==> config.mk <==
export PLATFORM = sky130hd
export DESIGN_NAME = fifo_control_flat
export DESIGN_NICKNAME = d
export VERILOG_FILES = /design/src/rtl/fifo_control_if.sv /design/src/rtl/fifo_control.sv /design/src/flat_wrapper.sv
export SDC_FILE = /design/constraint.sdc
export NUM_CORES = 1
export LEC_CHECK = 0
export ABC_AREA = 1
export BUFFER_PORTS_ARGS = -buffer_cell sky130_fd_sc_hd__buf_4
export CORE_AREA = 2 2 39 41
export CTS_CLUSTER_SIZE = 40
export DETAILED_ROUTE_END_ITERATION = 12
export DIE_AREA = 0 0 41 43
export GPL_ROUTABILITY_DRIVEN = 0
export HOLD_SLACK_MARGIN = 0.05
export PLACE_DENSITY = 0.68
export SYNTH_ARGS = -nofsm -noshare
export SYNTH_HDL_FRONTEND = slang
export SYNTH_SLANG_ARGS = --single-unit
export TNS_END_PERCENT = 1
==> constraint.sdc <==
create_clock -name clk -period 1.9 [get_ports clk]
set_input_delay 0.19 -clock clk [delete_from_list [all_inputs] [get_ports clk]]
set_output_delay 0.19 -clock clk [all_outputs]
set_load 0.02 [all_outputs]
==> src/rtl/fifo_control_if.sv <==
// rtl/fifo_control_if.sv - push/pop handshake and status bundle for fifo_control
interface fifo_control_if #(
    parameter int address_width = 2
);
    logic                     push;
    logic                     pop;
    logic                     wr_enable;
    logic                     rd_enable;
    logic [address_width-1:0] wr_ptr;
    logic [address_width-1:0] rd_ptr;
    logic [address_width:0]   count;
    logic                     full;
    logic                     empty;
    logic                     almost_full;
    logic                     almost_empty;
    logic                     fifo_error;
    logic                     valid_out;

    modport master (
        output push, pop,
        input  wr_enable, rd_enable, wr_ptr, rd_ptr, count,
        input  full, empty, almost_full, almost_empty, fifo_error, valid_out
    );

    modport slave (
        input  push, pop,
        output wr_enable, rd_enable, wr_ptr, rd_ptr, count,
        output full, empty, almost_full, almost_empty, fifo_error, valid_out
    );
endinterface

==> src/rtl/fifo_control.sv <==
// rtl/fifo_control.sv - FIFO pointer/occupancy/flag controller; FIFO_ERR_STICKY_EN latches fifo_error until reset
module fifo_control #(
    parameter int address_width    = 2,
    parameter int almost_full_thr  = 3,
    parameter int almost_empty_thr = 1
) (
    input  logic          clk,
    input  logic          reset,
    fifo_control_if.slave bus
);
    localparam int depth = 1 << address_width;
    localparam logic [address_width:0] depth_c  = depth[address_width:0];
    localparam logic [address_width:0] af_thr_c = almost_full_thr[address_width:0];
    localparam logic [address_width:0] ae_thr_c = almost_empty_thr[address_width:0];

    logic [address_width-1:0] wr_ptr_q;
    logic [address_width-1:0] rd_ptr_q;
    logic [address_width:0]   count_q;
    logic                     valid_q;
    logic                     error_q;
    logic                     full;
    logic                     empty;
    logic                     pop_acc;
    logic                     push_acc;
    logic                     error_now;

    assign full  = (count_q == depth_c);
    assign empty = (count_q == '0);

    // Strobes are gated by reset so the array sees no access while reset is held low.
    assign pop_acc   = reset && bus.pop && !empty;
    assign push_acc  = reset && bus.push && (!full || pop_acc);
    assign error_now = (bus.push && !push_acc) || (bus.pop && empty);

    always_ff @(posedge clk or negedge reset) begin
        if (!reset) begin
            wr_ptr_q <= '0;
            rd_ptr_q <= '0;
            count_q  <= '0;
            valid_q  <= 1'b0;
            error_q  <= 1'b0;
        end else begin
            if (push_acc) begin
                wr_ptr_q <= wr_ptr_q + 1'b1;
            end
            if (pop_acc) begin
                rd_ptr_q <= rd_ptr_q + 1'b1;
            end
            case ({push_acc, pop_acc})
                2'b10:   count_q <= count_q + 1'b1;
                2'b01:   count_q <= count_q - 1'b1;
                default: count_q <= count_q;
            endcase
            valid_q <= pop_acc;
`ifdef FIFO_ERR_STICKY_EN
            error_q <= error_q || error_now;
`else
            error_q <= error_now;
`endif
        end
    end

    assign bus.wr_enable    = push_acc;
    assign bus.rd_enable    = pop_acc;
    assign bus.wr_ptr       = wr_ptr_q;
    assign bus.rd_ptr       = rd_ptr_q;
    assign bus.count        = count_q;
    assign bus.full         = full;
    assign bus.empty        = empty;
    assign bus.almost_full  = (count_q >= af_thr_c);
    assign bus.almost_empty = (count_q <= ae_thr_c);
    assign bus.fifo_error   = error_q;
    assign bus.valid_out    = valid_q;
endmodule

==> src/flat_wrapper.sv <==
// flat-port wrapper written by rule: the top's interface ports become plain ports
module fifo_control_flat 
#(
    parameter int address_width    = 2,
    parameter int almost_full_thr  = 3,
    parameter int almost_empty_thr = 1
)
  (clk, reset, bus_push, bus_pop, bus_wr_enable, bus_rd_enable, bus_wr_ptr, bus_rd_ptr, bus_count, bus_full, bus_empty, bus_almost_full, bus_almost_empty, bus_fifo_error, bus_valid_out);
  fifo_control_if #(.address_width(address_width)) bus_i ();
  input  logic clk;
  input  logic reset;
  input wire logic [$bits(bus_i.push)-1:0] bus_push;
  input wire logic [$bits(bus_i.pop)-1:0] bus_pop;
  output wire logic [$bits(bus_i.wr_enable)-1:0] bus_wr_enable;
  output wire logic [$bits(bus_i.rd_enable)-1:0] bus_rd_enable;
  output wire logic [$bits(bus_i.wr_ptr)-1:0] bus_wr_ptr;
  output wire logic [$bits(bus_i.rd_ptr)-1:0] bus_rd_ptr;
  output wire logic [$bits(bus_i.count)-1:0] bus_count;
  output wire logic [$bits(bus_i.full)-1:0] bus_full;
  output wire logic [$bits(bus_i.empty)-1:0] bus_empty;
  output wire logic [$bits(bus_i.almost_full)-1:0] bus_almost_full;
  output wire logic [$bits(bus_i.almost_empty)-1:0] bus_almost_empty;
  output wire logic [$bits(bus_i.fifo_error)-1:0] bus_fifo_error;
  output wire logic [$bits(bus_i.valid_out)-1:0] bus_valid_out;
  assign bus_i.push = bus_push;
  assign bus_i.pop = bus_pop;
  assign bus_wr_enable = bus_i.wr_enable;
  assign bus_rd_enable = bus_i.rd_enable;
  assign bus_wr_ptr = bus_i.wr_ptr;
  assign bus_rd_ptr = bus_i.rd_ptr;
  assign bus_count = bus_i.count;
  assign bus_full = bus_i.full;
  assign bus_empty = bus_i.empty;
  assign bus_almost_full = bus_i.almost_full;
  assign bus_almost_empty = bus_i.almost_empty;
  assign bus_fifo_error = bus_i.fifo_error;
  assign bus_valid_out = bus_i.valid_out;
  fifo_control #(.address_width(address_width), .almost_full_thr(almost_full_thr), .almost_empty_thr(almost_empty_thr)) u_core (.clk(clk), .reset(reset), .bus(bus_i));
endmodule
# Yosys cells after proc, flatten, opt, wreduce, memory -nomap -nowiden
# Index checks and enable logic that the tools add are counted.
[totals] reg_bits=9 output_inout_bits=15
[classes] reduce_logical=13 addsub=4 magnitude_cmp=2 eq_ne=3 muxes=1
[ops] cell="logical AND 1 bit" count=6
[ops] cell="case mux 3 bit (2 select lines)" count=1
[ops] cell="adder 2 x 1 -> 2 bit, second input constant" count=2
[ops] cell="adder 3 x 1 -> 3 bit, second input constant" count=1
[ops] cell="== test 3 bit, second input constant" count=1
[ops] cell="greater-or-equal comparator 3 x 2 -> 1 bit, second input constant" count=1
[ops] cell="less-or-equal comparator 3 x 1 -> 1 bit, second input constant" count=1
[ops] cell="logical NOT 1 bit" count=3
[ops] cell="logical NOT 3 bit" count=1
[ops] cell="subtractor 3 x 1 -> 3 bit, second input constant" count=1
[ops] cell="== test 2 x 1 -> 1 bit, second input constant" count=1
[ops] cell="== test 2 bit, second input constant" count=1
[ops] cell="logical OR 1 bit" count=2
[ops] cell="nonzero test 2 bit" count=1

# Logic depth before layout (Yosys ltp)
# Gate-level depths: netlist of the first run.
[depth] ltp_word=8 ltp_mapped=12

# Worst setup path before layout of the first run
# OpenSTA, ideal clock, no wires.
[synth_path] path_type="flip-flop to flip-flop" from="register u_core.count_q[0] (netlist: u_core.bus.count[0])" to="register u_core.count_q[2] (netlist: u_core.bus.count[2])" arrival_ns=2.081 stages_incl_launch_ff=12 synth_period_minus_slack_ns=2.194 slack_ns=-0.294 path_cell_list="dfrtp_1 inv_1 ha_1 inv_1 nor2_1 nor2_1 ha_1 inv_1 nand2_1 nand2_1 nand2_1 inv_1"
[synth_between] elab_chain_cells=7
[synth_lines] element="from (decl)" line_no="fifo_control.sv:18" text="logic [address_width:0] count_q;"
[synth_lines] element="from (signal assigned)" line_no="fifo_control.sv:50" text="2'b10: count_q <= count_q + 1'b1;"
[synth_lines] element="from (signal assigned)" line_no="fifo_control.sv:51" text="2'b01: count_q <= count_q - 1'b1;"
[synth_lines] element="from (signal assigned)" line_no="fifo_control.sv:52" text="default: count_q <= count_q;"
[synth_lines] element="logical NOT 3 bit (*)" line_no="fifo_control.sv:28" text="assign empty = (count_q == '0);"
[synth_lines] element="via bus_empty" line_no="flat_wrapper.sv:20" text="output wire logic [$bits(bus_i.empty)-1:0] bus_empty;"
[synth_lines] element="logical NOT 1 bit (*)" line_no="fifo_control.sv:31" text="assign pop_acc = reset && bus.pop && !empty;"
[synth_lines] element="logical AND 1 bit (*)" line_no="fifo_control.sv:31"
[synth_lines] element="via bus_rd_enable" line_no="flat_wrapper.sv:15" text="output wire logic [$bits(bus_i.rd_enable)-1:0] bus_rd_enable;"
[synth_lines] element="logical OR 1 bit" line_no="fifo_control.sv:32" text="assign push_acc = reset && bus.push && (!full || pop_acc);"
[synth_lines] element="logical AND 1 bit" line_no="fifo_control.sv:32"
[synth_lines] element="== test 2 x 1 -> 1 bit / == test 2 bit (equally long branches)" line_no="fifo_control.sv:49" text="case ({push_acc, pop_acc})"
[synth_lines] element="case mux 3 bit (2 select lines) / nonzero test 2 bit (equally long branches)"
# Mark *: on every way through the listed nets, which the timed path passes. The rest lies on a longest branch.
# A chain may end at the register's enable or synchronous reset.

# Worst setup path in the final report of the first run
[layout_path] from="register u_core.count_q[1] (netlist: u_core.bus.count[1])" to="output port bus_wr_enable"
[layout_between] elab_chain_cells=5
[layout_lines] element="logical NOT 3 bit" line_no="fifo_control.sv:28"
[layout_lines] element="logical NOT 1 bit" line_no="fifo_control.sv:31"
[layout_lines] element="logical AND 1 bit" line_no="fifo_control.sv:31"
[layout_lines] element="logical OR 1 bit (*)" line_no="fifo_control.sv:32"
[layout_lines] element="logical AND 1 bit (*)" line_no="fifo_control.sv:32"
[layout_lines] element="to (decl)" line_no="flat_wrapper.sv:14" text="output wire logic [$bits(bus_i.wr_enable)-1:0] bus_wr_enable;"
# Mark *: on every way between the ends. The rest lies on a longest branch, timed or not.

==> run summary, run 1 <==
Post-synthesis xor/xnor area fraction = 4.78%
Total GRT Usage = 17.5%
Post-Synth Adder-Cell Area = 13.7%
Worst Skew = 0.00134 ns
CTS Buffer Depth = 2
Worst Hold Path EP = u_core.bus.fifo_error
CTS sink cnt = 9
EDFF count, synth = 0
Cell taking the most area after synthesis = dfrtp_1
Pins Over Slew Limit = 0
Core ar. = 1380 um2
Layout cells sized above 1 = 27.0%
Async SR Flop Fraction = 100%
Largest family of logic cells by synthesized area = simple AND/OR/NAND/NOR gates
Port buffer count = 18
R2R depth = 11
Worst-margin pin slew = 0.316 ns
WHS = 0.147 ns
Area Overhead vs Synth = 40.8%
Residual DRC = 0
Worst slack, placed = 0.119 ns
Post-synth top cells = nand2_1, inv_1, dfrtp_1, ha_1, nand3_1
Startpoint Class = flop
Top-count cell post-synth = nand2_1
Vias = 523
CTS H-tree lvls = 1
Slowest CP cell = dfrtp_1
Crit. End Element = output port
Setup TNS = 0 ns
RR Endpoint = u_core.bus.count[2]
Max_cap viols = 0
N_diodes = 0
FMAX = 573 MHz
Post-Layout Cell Count = 116
Crit path DAT = 1.56 ns
Vias in the first global route = 484
Mean post-synth cell area = 7.32 um2
Final hold vios = 0
Initial antenna violation count = 0
Inst Count DP = 111
Via density = 4.51
Yosys warns = 0
TritonCTS clock tree = yes
Crit-path max cell delay = 0.41 ns
Antenna-violating nets left = 0
CP cell instances = inv_2 -> ha_2 -> nand3_1 -> nand2_1 -> buf_4 -> inv_1 -> buf_4
Initial core utilization = 39.7%
Predominant post-synthesis flop cell = dfrtp_1
DR pass1 iterations = 4
Minimum clock period = 1.75 ns
Cell area after synthesis = 549 um2
Hold path cells = 3
Synth Area in Compound Gates = 1.82%
Post-synth net total = 85
Yosys reg bits = 9
RSZ-0062 raised after global routing = no
Largest net degree at the start of global routing = 13
Worst reg2reg path startpoint = u_core.bus.count[1]
Status = complete, no violations
Worst Path Required = 1.71 ns
Std-Cell Rows = 14
Distinct cells, synth = 10
Root buffer cell = clkbuf_4
Drt wl/cell = 10.4 um
Flop2flop setup slack = 0.19 ns
IO Count = 19
Chip Width = 41 um
Drt total wl = 1210 um
Critical path peak fanout = 5
Final nets = 111
Reg clk slew, reported paths = 0.06 ns
VDD IR max = 0.000711 V
Most used cell, CP = buf_4
Sequential share of the synthesized area = 41.0%
Post-DP HPWL = 934 um
Fin crit share = 91.9%
DR iter-0 viols = 8
Setup-failing EPs final = 0
CP Class = reg2out
Placed cell area = 734 um2
Slew Limit Headroom = 78.9%
Post-synthesis mux area share = 0%
Power Density = 1660 nW/um2
Mapped Cells = 75
Synth Area in Simple Gates = 28.5%
Synth top area cells = dfrtp_1, nand2_1, ha_1
Total CTS buffers = 3
Die H = 43 um
Yosys top cell area share = 41.0%
First-pass GRT wire length = 2050 um
Worst Hold Launch = bus_push
Lkg Pwr = 0.000465 uW
Hold Crit Class = in2reg
Cell area after layout = 773 um2
Clock latency on the worst-skew pair = 0.26 ns
Fillers = 138
GRT overflow = 0
Fin worst setup slack = 0.155 ns
Total die area = 1760 um2
## where the power goes
part | switching [uW] | internal, uW | leakage (uW)
Clock | 68.4 | 81.1 | 0.0000150
Sequential | 87.5 | 271 | 0.000109
Combinational | 444 | 330 | 0.000341
Total | 600 | 682 | 0.000465
## what timing repair did
| action | CTS | global route |
|---|---|---|
| buffers inserted | 0 | 0 |
| hold buffers | 1 | 0 |
| endpoints found under the setup margin | 0 | 2 |
| hold endpoints to repair | 9 | 0 |
| gates resized for setup | 0 | 2 |
## worst max path at each step
stage                        start  depth (start not counted)  slack, ns                   to
3_3_place_gp   u_core.bus.count[1]                         11       0.18  u_core.bus.count[2]
4_1_cts        u_core.bus.count[1]                          7       0.07        bus_wr_enable
5_1_grt        u_core.bus.count[1]                          7       0.03        bus_wr_enable
3_5_place_dp   u_core.bus.count[1]                         11       0.12  u_core.bus.count[2]
2_1_floorplan  u_core.bus.count[0]                         11       0.04  u_core.bus.count[2]
6_report       u_core.bus.count[1]                          7       0.15        bus_wr_enable
## stage by stage
| step | utilization [%] | power, uW |
|---|---|---|
| 2_1_floorplan | - | 834 |
| 3_3_place_gp | 53.1 | 1110 |
| 3_5_place_dp | 53.1 | 1130 |
| 4_1_cts | 55.7 | 1290 |
| 5_1_grt | 55.9 | 1410 |
| 6_report | 55.9 | 1280 |
## critical path, delay by kind of cell, from the launching register on
family        cells  cell delay, ns
buf+inv           4            0.42
simple gates      2            0.25
flops             1            0.41
fa+ha+maj         1            0.21
## cell type report
class	instances	area [um2]	area share, %
multi-input cells	51	285	36.9
flip-flops and latches	9	225	29.1
repair buffers	21	160	20.7
inverters	15	56.3	7.28
clock buffers	4	26.3	3.40
well taps	16	20.0	2.59
## routing by layer
metal / global-route usage [%] / wire length [um] / vias to the layer above
met1: 22.0 / 532 / 228
li1: - / - / 274
met4: 10.0 / 23 / 0
met3: 4.71 / 81 / 4
met5: 0 / 0 / -
met2: 25.6 / 567 / 17
## flip-flops by register name, summed over array words and instances, names as in the netlist
signal                 flops
u_core.bus.fifo_error      1
u_core.bus.rd_ptr          2
u_core.bus.count           3
u_core.bus.valid_out       1
u_core.bus.wr_ptr          2
## cell families after synthesis
family	after synthesis
and+or+nand+nor	40
buffers and inverters	15
adders and majority gates	6
DFF	9
AOI/OAI and AO/OA	2
xor gates and xnor gates	3
## cells in the final DEF (no fill, tap or decap)
cell type / Yosys / final
dfrtp_1: 9 / 9
nand3_1: 5 / 5
nand2_1: 31 / 31
ha_1: 6 / 5
clkbuf_4: 0 / 3
nor2_1: 4 / 2
xor2_1: 2 / 2
o21ai_0: 1 / 1
buf_4: 0 / 20
dlygate4sd3_1: 0 / 1
inv_2: 0 / 1
clkbuf_1: 0 / 1
a21oi_1: 1 / 1
inv_1: 15 / 14
xnor2_1: 1 / 1
nor2_4: 0 / 2
ha_2: 0 / 1
Power figures use the tool's default switching activity.
==> run 2: changes to the inputs <==
==> constraint.sdc (replaced) <==
create_clock -name clk -period 1.7 [get_ports clk]
set_input_delay 0.17 -clock clk [delete_from_list [all_inputs] [get_ports clk]]
set_output_delay 0.17 -clock clk [all_outputs]
set_load 0.02 [all_outputs]
==> run 2 against run 1 <==
  * Hold slack lost 0.0048 ns
  * Combinational power grew 27%
  * Total power grew 22%
  * Register-to-register slack lost 0.05 ns
  * Die area is the same
  * Non-clock buffer count grew 5
  * Design area grew 11%
  * Sequential power grew 17%
  * Critical path type unchanged
==> run summary, run 2 (synthesized netlist as in run 1, its figures left out) <==
Antenna-violating nets left = 0
Die H = 43 um
Port buffer count = 18
CTS Buffer Depth = 2
Total GRT Usage = 16.3%
Total die area = 1760 um2
Worst slack, placed = 0.127 ns
Worst-margin pin slew = 0.309 ns
DR pass1 iterations = 4
Worst Path Required = 1.53 ns
Core ar. = 1380 um2
Worst reg2reg path startpoint = u_core.bus.count[1]
R2R depth = 11
Layout cells sized above 1 = 40.0%
Flop2flop setup slack = 0.14 ns
Worst Hold Launch = bus_push
Worst Skew = 0.00963 ns
Drt wl/cell = 9.98 um
Fillers = 123
CP Class = reg2out
N_diodes = 0
Routed wl met3 = 63 um
Setup TNS = 0 ns
Drt total wl = 1210 um
Crit path DAT = 1.46 ns
Total CTS buffers = 3
GRT overflow = 0
Placed cell area = 764 um2
Startpoint Class = flop
Post-DP HPWL = 886 um
Critical path peak fanout = 4
Largest net degree at the start of global routing = 13
Chip Width = 41 um
Initial core utilization = 39.7%
Met2 Wirelength = 631 um
Fin worst setup slack = 0.0678 ns
WL met1 = 502 um
Minimum clock period = 1.63 ns
RR Endpoint = u_core.bus.count[2]
Most frequent cells in the layout = nand2_1, buf_4, inv_1
WHS = 0.142 ns
Hold path cells = 3
Post-Layout Cell Count = 121
Max_cap viols = 0
DR iter-0 viols = 7
Area Overhead vs Synth = 56.9%
CTS H-tree lvls = 1
Power Density = 1820 nW/um2
Slew Limit Headroom = 79.4%
Commonest non-fill, non-tap cell in the layout = nand2_1
FMAX = 613 MHz
Inst Count DP = 111
Setup-failing EPs final = 0
Cell area after layout = 862 um2
Root buffer cell = clkbuf_4
Pins Over Slew Limit = 0
RSZ-0062 raised after global routing = yes
Final hold vios = 0
IO Count = 19
CTS sink cnt = 9
Initial antenna violation count = 0
Reg clk slew, reported paths = 0.07 ns
Std-Cell Rows = 14
Vias = 522
Final nets = 116
Clock latency on the worst-skew pair = 0.27 ns
Worst Hold Path EP = u_core.bus.fifo_error
Status = complete, no violations
Max reg flops = 3
Hold Crit Class = in2reg
Highest metal used = met4
First-pass GRT wire length = 1810 um
TritonCTS clock tree = yes
Crit. End Element = output port
Fin crit share = 96.0%
Via density = 4.31
Vias in the first global route = 426
VDD IR max = 0.000936 V
Residual DRC = 0
Lkg Pwr = 0.000490 uW
## run 2: power breakdown
group,total [uW],leakage [uW],internal (uW),switching (uW)
clock network,167,0.0000177,86.9,80.5
registers,418,0.000107,308,110
logic,980,0.000366,452,528
total,1570,0.000490,846,719
## run 2: final cells by class
type                            instances  area [um2]  share of cell area [%]
Sequential cell                         9         228                    26.4
Timing Repair Buffer                   26         205                    23.8
Inverter                               15        61.3                    7.11
Clock inverter                          1        5.00                   0.581
Multi-Input combinational cell         51         320                    37.2
Clock buffer                            3        22.5                    2.61
Tap cell                               16        20.0                    2.32
## run 2: repair_timing
item,4_1_cts,5_1_grt
hold buffers,1,0
setup buffers,1,4
pin swaps,1,2
gates resized for setup,4,4
endpoints found under the setup margin,2,3
endpoints found under the hold margin,9,0
## run 2: worst max-delay path by stage
stage | startpoint | end | slack (ns) | cells after the start
finish | u_core.bus.count[0] | bus_almost_full | 0.07 | 6
global route | u_core.bus.count[1] | bus_wr_enable | -0.01 | 7
CTS | u_core.bus.count[0] | bus_almost_full | 0.02 | 6
detailed placement | u_core.bus.count[1] | u_core.bus.count[2] | 0.13 | 11
global placement | u_core.bus.count[1] | u_core.bus.count[2] | 0.14 | 11
floorplan | u_core.bus.count[0] | u_core.bus.count[2] | 0.02 | 11
## run 2: critical path, cell delays in order (launching register included)
cell and delay [ns]:
dfrtp_2 0.43, buf_6 0.13, ha_2 0.17, ha_2 0.16, nor2_1 0.08, o21ai_1 0.07, buf_4 0.15
## run 2: through the flow
step | power [uW] | util (%)
after floorplan | 993 | -
after global placement | 1310 | 55.2
after detailed placement | 1320 | 55.2
after CTS | 1530 | 59.3
after global routing | 1710 | 62.3
final | 1570 | 62.3
## run 2: routing by layer
layer  up-vias  GRT usage (%)
met5         -              0
met4         0           10.0
met3         2           7.85
met2        11           23.4
met1       227           18.4
li1        282              -
==> run 3: changes to the inputs <==
--- a/config.mk
+++ b/config.mk
@@ -7,13 +7,14 @@
 export LEC_CHECK = 0
 export ABC_AREA = 1
 export BUFFER_PORTS_ARGS = -buffer_cell sky130_fd_sc_hd__buf_4
-export CORE_AREA = 2 2 39 41
+export CORE_MARGIN = 2
+export CORE_UTILIZATION = 41
 export CTS_CLUSTER_SIZE = 40
 export DETAILED_ROUTE_END_ITERATION = 12
-export DIE_AREA = 0 0 41 43
 export GPL_ROUTABILITY_DRIVEN = 0
 export HOLD_SLACK_MARGIN = 0.05
 export PLACE_DENSITY = 0.68
+export SLEW_MARGIN = 10
 export SYNTH_ARGS = -nofsm -noshare
 export SYNTH_HDL_FRONTEND = slang
 export SYNTH_SLANG_ARGS = --single-unit
==> run 3 against run 2 <==
  * Global-route usage is 1.2 points higher
  * Clock power is 4% higher
  * Combinational power is 6.8% lower
  * Utilization is 2.3 points higher
  * Total power is 4.1% lower
  * Clock skew is 0.0073 ns lower
  * Setup slack hardly changed
  * Critical path type unchanged
==> run summary, run 3 (synthesized netlist as in run 1, its figures left out) <==
Power Density = 1830 nW/um2
Max_cap viols = 0
WHS = 0.107 ns
Drt wl/cell = 9.82 um
Total die area = 1650 um2
Port buffer count = 18
Worst Skew = 0.00235 ns
CP cell instances = inv_4 -> ha_4 -> nand3_2 -> nand2_2 -> buf_4 -> inv_1 -> buf_4
TritonCTS clock tree = yes
Total CTS buffers = 3
Worst Path Required = 1.53 ns
DR pass1 iterations = 3
Drt total wl = 1140 um
Post-DP HPWL = 880 um
Largest net degree at the start of global routing = 13
Crit path DAT = 1.46 ns
Initial antenna violation count = 0
Worst-margin pin slew = 0.180 ns
VDD IR max = 0.000832 V
Slew Limit Headroom = 88.0%
DR iter-0 viols = 4
Minimum clock period = 1.63 ns
Sequential cell area = 229 um2
Critical path peak fanout = 5
Setup-failing EPs final = 0
Startpoint Class = flop
Pins Over Slew Limit = 0
Slowest CP cell = dfrtp_2
Vias = 514
Fin crit share = 96.0%
Residual DRC = 0
IO Count = 19
Vias in the first global route = 451
Crit. End Element = output port
Chip Width = 40.6 um
Final nets = 112
Crit-path max cell delay = 0.44 ns
CTS Buffer Depth = 2
Inst Count DP = 109
Reg clk slew, reported paths = 0.07 ns
GRT overflow = 0
Crit path max-delay family = flip-flops
Hold Crit Class = in2reg
Root buffer cell = clkbuf_4
CP bufs+invs = 4
Multi-input gate area = 315 um2
Post-Layout Cell Count = 116
RSZ-0062 raised after global routing = yes
Std-Cell Rows = 13
Final hold vios = 0
Max reg flops = 3
N_diodes = 0
Layout cells sized above 1 = 36.6%
Area Overhead vs Synth = 49.2%
Via density = 4.43
Core ar. = 1270 um2
CTS sink cnt = 9
Total GRT Usage = 17.4%
CP Class = reg2out
Die H = 40.6 um
Commonest non-fill, non-tap cell in the layout = nand2_1
Fillers = 116
Lkg Pwr = 0.000469 uW
Most used cell, CP = buf_4
First-pass GRT wire length = 1840 um
Most frequent cells in the layout = nand2_1, buf_4, inv_1
Antenna-violating nets left = 0
CTS H-tree lvls = 1
Initial core utilization = 43.3%
Clock latency on the worst-skew pair = 0.27 ns
Status = complete, no violations
FMAX = 613 MHz
## run 3: area by class of cell
cell class / instances / area share [%]
timing repair buffer: 22 / 20.9
tap: 15 / 2.29
clock buffer: 4 / 3.21
sequential: 9 / 27.9
inverter: 15 / 7.18
multi-input combinational: 51 / 38.5
## run 3: final timing paths
check / from / end / slack (ns) / cells past startpoint
setup / recovery: u_core.bus.count[1] / bus_wr_enable / 0.07 / 7
hold / removal: bus_push / u_core.bus.fifo_error / 0.11 / 3
setup reg to reg: u_core.bus.count[1] / u_core.bus.count[2] / 0.12 / 11
hold reg to reg: u_core.bus.wr_ptr[0] / u_core.bus.wr_ptr[0] / 0.52 / 2
max in group asynchronous: reset / u_core.bus.count[0] / 1.29 / 2
min in group asynchronous: reset / u_core.bus.wr_ptr[0] / 0.27 / 2
## run 3: timing repair
item,in CTS,in global routing
pin swaps,1,0
hold endpoints to repair,9,0
cloned,0,0
gates resized for setup,1,4
setup endpoints to repair,1,3
setup buffers,2,0
hold buffers,1,0
## run 3: power by group
part	switching, uW	internal [uW]	leakage [uW]
Combinational	507	406	0.000348
Clock	82.6	90.9	0.0000150
Sequential	104	310	0.000106
## run 3: per-layer routing
layer	up-vias	part of all wire (%)	track usage, %
met4	0	2.2	10.0
li1	273	-	-
met2	12	47	26.6
met5	-	0	0
met1	224	46	22.6
met3	5	4.9	3.33
## run 3: stage by stage
stage          util, %  setup slack (ns)   TNS, ns  total power (uW)  area, um2
2_1_floorplan        -            0.0151         0               993        594
3_3_place_gp      59.6             0.141         0              1280        756
3_5_place_dp      59.6             0.110         0              1300        756
4_1_cts           63.8           0.00216         0              1500        810
5_1_grt           64.6          -0.00409  -0.00409              1650        820
6_report          64.6            0.0677         0              1500        820
## run 3: tightest hold or removal path, delay by kind of cell
| family | cells | cell delay, ns |
|---|---|---|
| simple gates | 2 | 0.08 |
| buf+inv | 1 | 0.09 |
